==> src/rtl/y86_alu_pkg.sv <==
// Shared definitions for the Y86 execute-stage adder/subtractor: op encoding,
// condition-flag bundle and the signed-overflow rule.
package y86_alu_pkg;

  localparam logic OP_ADD = 1'b0;
  localparam logic OP_SUB = 1'b1;

  typedef struct packed {
    logic zf;
    logic sf;
    logic of;
    logic cf;
  } flags_t;

  // SUB adds ~B, so overflow needs operands of opposite sign
  function automatic logic calc_of(input logic op, input logic a_msb,
                                   input logic b_msb, input logic r_msb);
    if (op == OP_SUB) return (a_msb != b_msb) && (r_msb != a_msb);
    return (a_msb == b_msb) && (r_msb != a_msb);
  endfunction

endpackage

==> src/rtl/pipelined_addsub_if.sv <==
// Operand/result handshake bundle for pipelined_addsub.
interface pipelined_addsub_if #(
  parameter int unsigned WIDTH = 64
);
  logic             in_valid;
  logic             in_ready;
  logic             op;
  logic [WIDTH-1:0] a;
  logic [WIDTH-1:0] b;
  logic             out_valid;
  logic             out_ready;
  logic [WIDTH-1:0] result;
  logic             zf;
  logic             sf;
  logic             of;
  logic             cf;

  modport slave (
    input  in_valid, op, a, b, out_ready,
    output in_ready, out_valid, result, zf, sf, of, cf
  );

  modport master (
    output in_valid, op, a, b, out_ready,
    input  in_ready, out_valid, result, zf, sf, of, cf
  );
endinterface

==> src/rtl/pipelined_addsub_csel.sv <==
// One carry-select segment: two ripple sums (cin=0 / cin=1) and a late select.
module csel_segment #(
  parameter int unsigned SEG_W = 16
) (
  input  logic [SEG_W-1:0] a_seg,
  input  logic [SEG_W-1:0] b_seg,
  input  logic             cin,
  output logic [SEG_W-1:0] sum,
  output logic             cout,
  output logic             zero
);
  logic [SEG_W-1:0] s0, s1;
  logic             c0, c1;

  always_comb begin
    s0 = '0;
    s1 = '0;
    c0 = 1'b0;
    c1 = 1'b1;
    for (int unsigned i = 0; i < SEG_W; i++) begin
      s0[i] = a_seg[i] ^ b_seg[i] ^ c0;
      c0    = (a_seg[i] & b_seg[i]) | (c0 & (a_seg[i] ^ b_seg[i]));
      s1[i] = a_seg[i] ^ b_seg[i] ^ c1;
      c1    = (a_seg[i] & b_seg[i]) | (c1 & (a_seg[i] ^ b_seg[i]));
    end
  end

  assign sum  = cin ? s1 : s0;
  assign cout = cin ? c1 : c0;
  assign zero = (sum == '0);
endmodule

==> src/rtl/pipelined_addsub.sv <==
// Pipelined carry-select add/sub for the Y86 execute stage; one SEG_W segment
// is resolved per stage, with a stall-all valid/ready handshake.
module pipelined_addsub
  import y86_alu_pkg::*;
#(
  parameter int unsigned WIDTH = 64,
  parameter int unsigned SEG_W = 16
) (
  input logic              clk,
  input logic              rst_n,
  pipelined_addsub_if.slave bus
);
  localparam int unsigned NSEG = WIDTH / SEG_W;

  if ((SEG_W == 0) || (WIDTH % SEG_W != 0) || (NSEG < 1)) begin : g_bad_param
    $error("pipelined_addsub: WIDTH must be a non-zero multiple of SEG_W");
  end

  logic             adv;
  logic [WIDTH-1:0] bx;
  flags_t           fl;

  assign adv          = !bus.out_valid || bus.out_ready;
  assign bus.in_ready = adv;
  assign bx           = (bus.op == OP_SUB) ? ~bus.b : bus.b;

  for (genvar k = 0; k < NSEG; k++) begin : g_st
    // RW: operand bits still unresolved entering stage k; LW: result bits held after it
    localparam int unsigned RW = WIDTH - k * SEG_W;
    localparam int unsigned LW = (k + 1) * SEG_W;

    logic [RW-1:0]    ra, rb;
    logic             ci, pv, pz, pop, pam, pbm;
    logic [SEG_W-1:0] ss;
    logic             co, z;
    logic [LW-1:0]    nrs;

    logic             v_q, cy_q, zr_q, op_q, am_q, bm_q;
    logic [LW-1:0]    rs_q;

    if (k == 0) begin : g_head
      assign ra  = bus.a;
      assign rb  = bx;
      assign ci  = bus.op;
      assign pv  = bus.in_valid;
      assign pz  = 1'b1;
      assign pop = bus.op;
      assign pam = bus.a[WIDTH-1];
      assign pbm = bus.b[WIDTH-1];
      assign nrs = ss;
    end else begin : g_body
      assign ra  = g_st[k-1].g_skew.a_q;
      assign rb  = g_st[k-1].g_skew.b_q;
      assign ci  = g_st[k-1].cy_q;
      assign pv  = g_st[k-1].v_q;
      assign pz  = g_st[k-1].zr_q;
      assign pop = g_st[k-1].op_q;
      assign pam = g_st[k-1].am_q;
      assign pbm = g_st[k-1].bm_q;
      assign nrs = {ss, g_st[k-1].rs_q};
    end

    csel_segment #(.SEG_W(SEG_W)) u_seg (
      .a_seg (ra[SEG_W-1:0]),
      .b_seg (rb[SEG_W-1:0]),
      .cin   (ci),
      .sum   (ss),
      .cout  (co),
      .zero  (z)
    );

    always_ff @(posedge clk or negedge rst_n) begin
      if (!rst_n) begin
        v_q  <= 1'b0;
        rs_q <= '0;
        cy_q <= 1'b0;
        zr_q <= 1'b0;
        op_q <= OP_ADD;
        am_q <= 1'b0;
        bm_q <= 1'b0;
      end else if (adv) begin
        v_q  <= pv;
        rs_q <= nrs;
        cy_q <= co;
        zr_q <= pz & z;
        op_q <= pop;
        am_q <= pam;
        bm_q <= pbm;
      end
    end

    // Upper operand segments ride along unreset; only v_q gates their use
    if (k < NSEG - 1) begin : g_skew
      logic [RW-SEG_W-1:0] a_q, b_q;

      always_ff @(posedge clk) begin
        if (adv) begin
          a_q <= ra[RW-1:SEG_W];
          b_q <= rb[RW-1:SEG_W];
        end
      end
    end
  end

  always_comb begin
    fl    = '0;
    fl.zf = g_st[NSEG-1].zr_q;
    fl.sf = g_st[NSEG-1].rs_q[WIDTH-1];
    fl.cf = g_st[NSEG-1].cy_q;
    fl.of = calc_of(g_st[NSEG-1].op_q, g_st[NSEG-1].am_q,
                    g_st[NSEG-1].bm_q, g_st[NSEG-1].rs_q[WIDTH-1]);
  end

  assign bus.out_valid = g_st[NSEG-1].v_q;
  assign bus.result    = g_st[NSEG-1].rs_q;
  assign bus.zf        = fl.zf;
  assign bus.sf        = fl.sf;
  assign bus.of        = fl.of;
  assign bus.cf        = fl.cf;
endmodule

==> src/flat_wrapper.sv <==
// flat-port wrapper written by rule: the top's interface ports become plain ports
module pipelined_addsub_flat import y86_alu_pkg::*;
#(
  parameter int unsigned WIDTH = 64,
  parameter int unsigned SEG_W = 16
)
  (clk, rst_n, bus_in_valid, bus_op, bus_a, bus_b, bus_out_ready, bus_in_ready, bus_out_valid, bus_result, bus_zf, bus_sf, bus_of, bus_cf);
  pipelined_addsub_if #(.WIDTH(WIDTH)) bus_i ();
  input logic clk;
  input logic rst_n;
  input wire logic [$bits(bus_i.in_valid)-1:0] bus_in_valid;
  input wire logic [$bits(bus_i.op)-1:0] bus_op;
  input wire logic [$bits(bus_i.a)-1:0] bus_a;
  input wire logic [$bits(bus_i.b)-1:0] bus_b;
  input wire logic [$bits(bus_i.out_ready)-1:0] bus_out_ready;
  output wire logic [$bits(bus_i.in_ready)-1:0] bus_in_ready;
  output wire logic [$bits(bus_i.out_valid)-1:0] bus_out_valid;
  output wire logic [$bits(bus_i.result)-1:0] bus_result;
  output wire logic [$bits(bus_i.zf)-1:0] bus_zf;
  output wire logic [$bits(bus_i.sf)-1:0] bus_sf;
  output wire logic [$bits(bus_i.of)-1:0] bus_of;
  output wire logic [$bits(bus_i.cf)-1:0] bus_cf;
  assign bus_i.in_valid = bus_in_valid;
  assign bus_i.op = bus_op;
  assign bus_i.a = bus_a;
  assign bus_i.b = bus_b;
  assign bus_i.out_ready = bus_out_ready;
  assign bus_in_ready = bus_i.in_ready;
  assign bus_out_valid = bus_i.out_valid;
  assign bus_result = bus_i.result;
  assign bus_zf = bus_i.zf;
  assign bus_sf = bus_i.sf;
  assign bus_of = bus_i.of;
  assign bus_cf = bus_i.cf;
  pipelined_addsub #(.WIDTH(WIDTH), .SEG_W(SEG_W)) u_core (.clk(clk), .rst_n(rst_n), .bus(bus_i));
endmodule
==> config.mk <==
export PLATFORM = sky130hd
export DESIGN_NAME = pipelined_addsub_flat
export DESIGN_NICKNAME = d
export VERILOG_FILES = /design/src/rtl/y86_alu_pkg.sv /design/src/rtl/pipelined_addsub_if.sv /design/src/rtl/pipelined_addsub_csel.sv /design/src/rtl/pipelined_addsub.sv /design/src/flat_wrapper.sv
export SDC_FILE = /design/constraint.sdc
export NUM_CORES = 1
export LEC_CHECK = 0
export ABC_AREA = 0
export BUFFER_PORTS_ARGS = -buffer_cell sky130_fd_sc_hd__buf_4
export CORE_MARGIN = 2
export CORE_UTILIZATION = 37
export DETAILED_ROUTE_END_ITERATION = 8
export GPL_ROUTABILITY_DRIVEN = 0
export PLACE_DENSITY = 0.6
export SETUP_SLACK_MARGIN = 0.3
export SLEW_MARGIN = 20
export SYNTH_ARGS = -nofsm -noshare
export SYNTH_HDL_FRONTEND = slang
export SYNTH_SLANG_ARGS = --single-unit
==> constraint.sdc <==
create_clock -name clk -period 16.2 [get_ports clk]
set_input_delay 2.43 -clock clk [delete_from_list [all_inputs] [get_ports clk]]
set_output_delay 2.43 -clock clk [all_outputs]
set_load 0.02 [all_outputs]
==> flow_metrics.py <==
metrics = {
    "timing": {
        "setup_viol": 0,
        "rsz0062_at_grt": "false",
        "fmaxAchievable_mhz": 99.0,
        "slew-limit-headroom_pct": 32.1,
        "fin_setup_tns_ns": 0,
        "layout_min_cycle_time_ns": 10.10,
        "maxSlewViolCount": 0,
        "worst_pin_slew_ns": 1.02,
        "clock_skew_ns": 0.0143,
        "hold_slack_ns": 0.411,
        "timing.final.crit_share_pct": 62.3,
        "hold_viol": 0,
    },
    "power": {
        "pwr_density_cell_nw_per_um2": 196,
        "p_seq_share_pct": 44.4,
        "power_frac_comb_pct": 28.2,
        "p_leak_nw": 8.32,
        "finalPower_mw": 3.60,
        "ir_drop_uv": 97.1,
        "p_sw_mw": 1.15,
        "p_clk_share_pct": 27.4,
        "swShare_pct": 32.0,
        "internal_power_mw": 2.44,
    },
    "logic_synthesis": {
        "muxShareOfSynthArea_pct": 0.0675,
        "synth_compound_area_share_pct": 1.20,
        "synth_seq_cells": 376,
        "netlist_area_um2": 14800,
        "yosys.area_share.simple_pct": 13.7,
        "synthAdderAreaFrac_pct": 8.60,
        "synth_top_family_by_area": "simple AND/OR/NAND/NOR gates",
        "synthDistinctLibCells": 28,
        "synth_cells": 1154,
        "yosys_most_used_dff": "edfxtp_1",
        "yosys_warnings": 0,
        "synthArstFlopShare_pct": 48.9,
        "synth_area_per_cell_um2": 12.9,
        "synth-seq-area-share_pct": 69.9,
        "synth_xor_area_share_pct": 4.02,
        "synth_fp_nets": 1353,
        "synth_edf_count": 192,
    },
    "clocking": {
        "cts-root-buf": "clkbuf_16",
        "clock_path_buffers": 3,
        "clk_latency_ns": 0.53,
        "cts_setup_buffers": 0,
        "clock-sinks": 376,
        "h-tree-depth": 2,
        "cts_tree": "built",
        "clkTransAtPathRegs_ns": 0.06,
        "cts_hold_buffers": 0,
        "cts_buffers": 40,
        "post_cts_resized": 0,
    },
    "floorplan": {
        "core_area_um2": 39600,
        "row_count": 73,
        "boundaryPins": 203,
        "initial_core_util_pct": 37.4,
        "die_w_um": 204,
        "die_h_um": 204,
        "dieArea_um2": 41700,
    },
    "route": {
        "drt-wirelength-per-cell_um": 14.9,
        "via_per_inst": 4.32,
        "vias": 8286,
        "first_iter_violations": 592,
        "dr.pass1.iters": 5,
        "routed_wl_um": 28600,
        "drtAntennaViolNets": 0,
        "drc": 0,
    },
    "global_route": {
        "grt_max_degree": 137,
        "grt_pass1_vias": 8439,
        "gr-total-overflow": 0,
        "grt_pass1_wl_um": 45800,
        "antenna_found_initial": 7,
        "track_usage_pct": 14.1,
    },
    "place": {
        "dpl.hpwl_um": 19600,
        "portBuffers": 202,
    },
    "layout": {
        "final_cell_mix": "nand2_1 (466), buf_4 (209), edfxtp_1 (192)",
        "synthToLayoutAreaGrowth_pct": 23.6,
        "drive_gt1_share_pct": 19.6,
        "final_nets": 1557,
        "final_common_cell": "nand2_1",
    },
    "hold_path": {
        "hp-start": "u_core.g_st[0].g_skew.b_q[39]",
        "hp-class": "flop to flop",
        "worstHoldPathCells": 0,
    },
    "worst_setup_path": {
        "r2r_cells": 24,
        "cp_data_arrival_time_ns": 10.55,
        "critPathMaxFanout": 41,
        "crit_path_end_kind": "flop",
        "worstReg2RegStart": "u_core.g_st[2].g_skew.b_q[0]",
        "crit_required_ns": 16.65,
        "startpoint": "bus_op",
        "path_class": "input port to flop",
        "worstSetupStartpointType": "input port",
    },
    "job": {
        "max_cap_viol_count": 0,
    },
    "outcome": {
        "status": "complete, no violations",
    },
}
[area by class of cell]
class	count	area [um^2]
tap	525	657
fill	3597	21300
clock buffer	50	1090
inverter	44	173
clock inverter	24	352
antenna	5	12.5
sequential	376	10400
timing repair buffer	210	1580
multi-input combinational	686	4100
[logic make-up after synthesis]
| family | Yosys count |
|---|---|
| AND/OR/NAND/NOR | 517 |
| flip-flops | 376 |
| buffers and inverters | 92 |
| XOR/XNOR | 68 |
| adder cells (fa/ha/maj) | 66 |
| AO/OA/AOI/OAI | 34 |
| multiplexers | 1 |
[per-stage QoR]
stage	instance area [um^2]	cells	setup WS, ns	util (%)
2_1_floorplan	14800	1154	6.54	-
3_3_place_gp	16900	1841	5.62	42.6
3_5_place_dp	16900	1841	5.58	42.6
4_1_cts	18300	1915	6.08	46.2
5_1_grt	18300	1917	5.70	46.2
6_report	18300	1920	6.10	46.2
[routing by layer]
| layer | wire length, um | part of all wire [%] | vias to the layer above | track usage [%] |
|---|---|---|---|---|
| met5 | 28 | 0.098 | - | 0 |
| met4 | 688 | 2.4 | 4 | 4.74 |
| met3 | 1890 | 6.6 | 53 | 4.11 |
| met2 | 13200 | 46 | 177 | 21.6 |
| met1 | 12800 | 45 | 3932 | 19.3 |
| li1 | - | - | 4120 | - |
[power by group through the flow]
| stage | clock [mW] | combinational (mW) | sequential, mW |
|---|---|---|---|
| after CTS | 1.01 | 1.04 | 1.60 |
| after floorplan | 0 | 0.577 | 1.67 |
| after global placement | 0 | 1.02 | 1.61 |
| final | 0.985 | 1.01 | 1.60 |
| after detailed placement | 0 | 1.04 | 1.62 |
| after global routing | 1.05 | 1.16 | 1.64 |
[worst max-delay path, cell delays in order]
cell,delay (ns)
buf_4,0.35
buf_4,0.63
xnor2_1,0.20
fa_1,0.43
fa_1,0.39
fa_1,0.39
fa_1,0.43
fa_1,0.40
fa_1,0.40
fa_1,0.41
fa_1,0.40
fa_1,0.41
fa_1,0.40
fa_1,0.39
fa_1,0.37
inv_1,0.07
fa_1,0.15
inv_1,0.05
fa_1,0.35
inv_1,0.07
fa_1,0.42
or3b_1,0.34
or4_1,0.52
o21ai_1,0.12
[path summary, 6_finish.rpt]
check	to	slack [ns]
setup reg to reg	u_core.bus.zf	8.24
max in group asynchronous	u_core.g_st[2].rs_q[17]	13.12
hold / removal	u_core.g_st[1].g_skew.b_q[23]	0.41
setup / recovery	u_core.g_st[0].zr_q	6.10
min in group asynchronous	u_core.g_st[2].rs_q[1]	1.93
hold reg to reg	u_core.g_st[1].g_skew.b_q[23]	0.41
[flip-flops by register name, summed over array words and instances (netlist names)]
name                    count
u_core.g_st.g_skew.a_q     96
u_core.g_st.g_skew.b_q     96
u_core.g_st.rs_q           96
u_core.bus.result          64
u_core.g_st.am_q            4
u_core.g_st.bm_q            4
u_core.g_st.op_q            4
u_core.g_st.cy_q            3
u_core.g_st.v_q             3
u_core.g_st.zr_q            3
u_core.bus.cf               1
u_core.bus.out_valid        1
u_core.bus.zf               1
[Yosys cell counts (all sizes together), types with 2 or more instances]
cell | number | share of area [%]
xnor2 | 17 | 1.0
nand3 | 2 | 0.067
nand4 | 5 | 0.21
clkbuf | 20 | 0.51
nand2b | 2 | 0.084
o21a | 3 | 0.15
edfxtp | 192 | 39
nor2 | 26 | 0.66
xor2 | 51 | 3.0
inv | 44 | 1.1
a21oi | 26 | 0.88
buf | 28 | 0.90
o21ai | 5 | 0.17
nand2 | 466 | 12
nor4b | 9 | 0.53
fa | 60 | 8.1
ha | 6 | 0.51
nor4 | 3 | 0.13
dfrtp | 184 | 31
(Power assumes the default switching activity.)
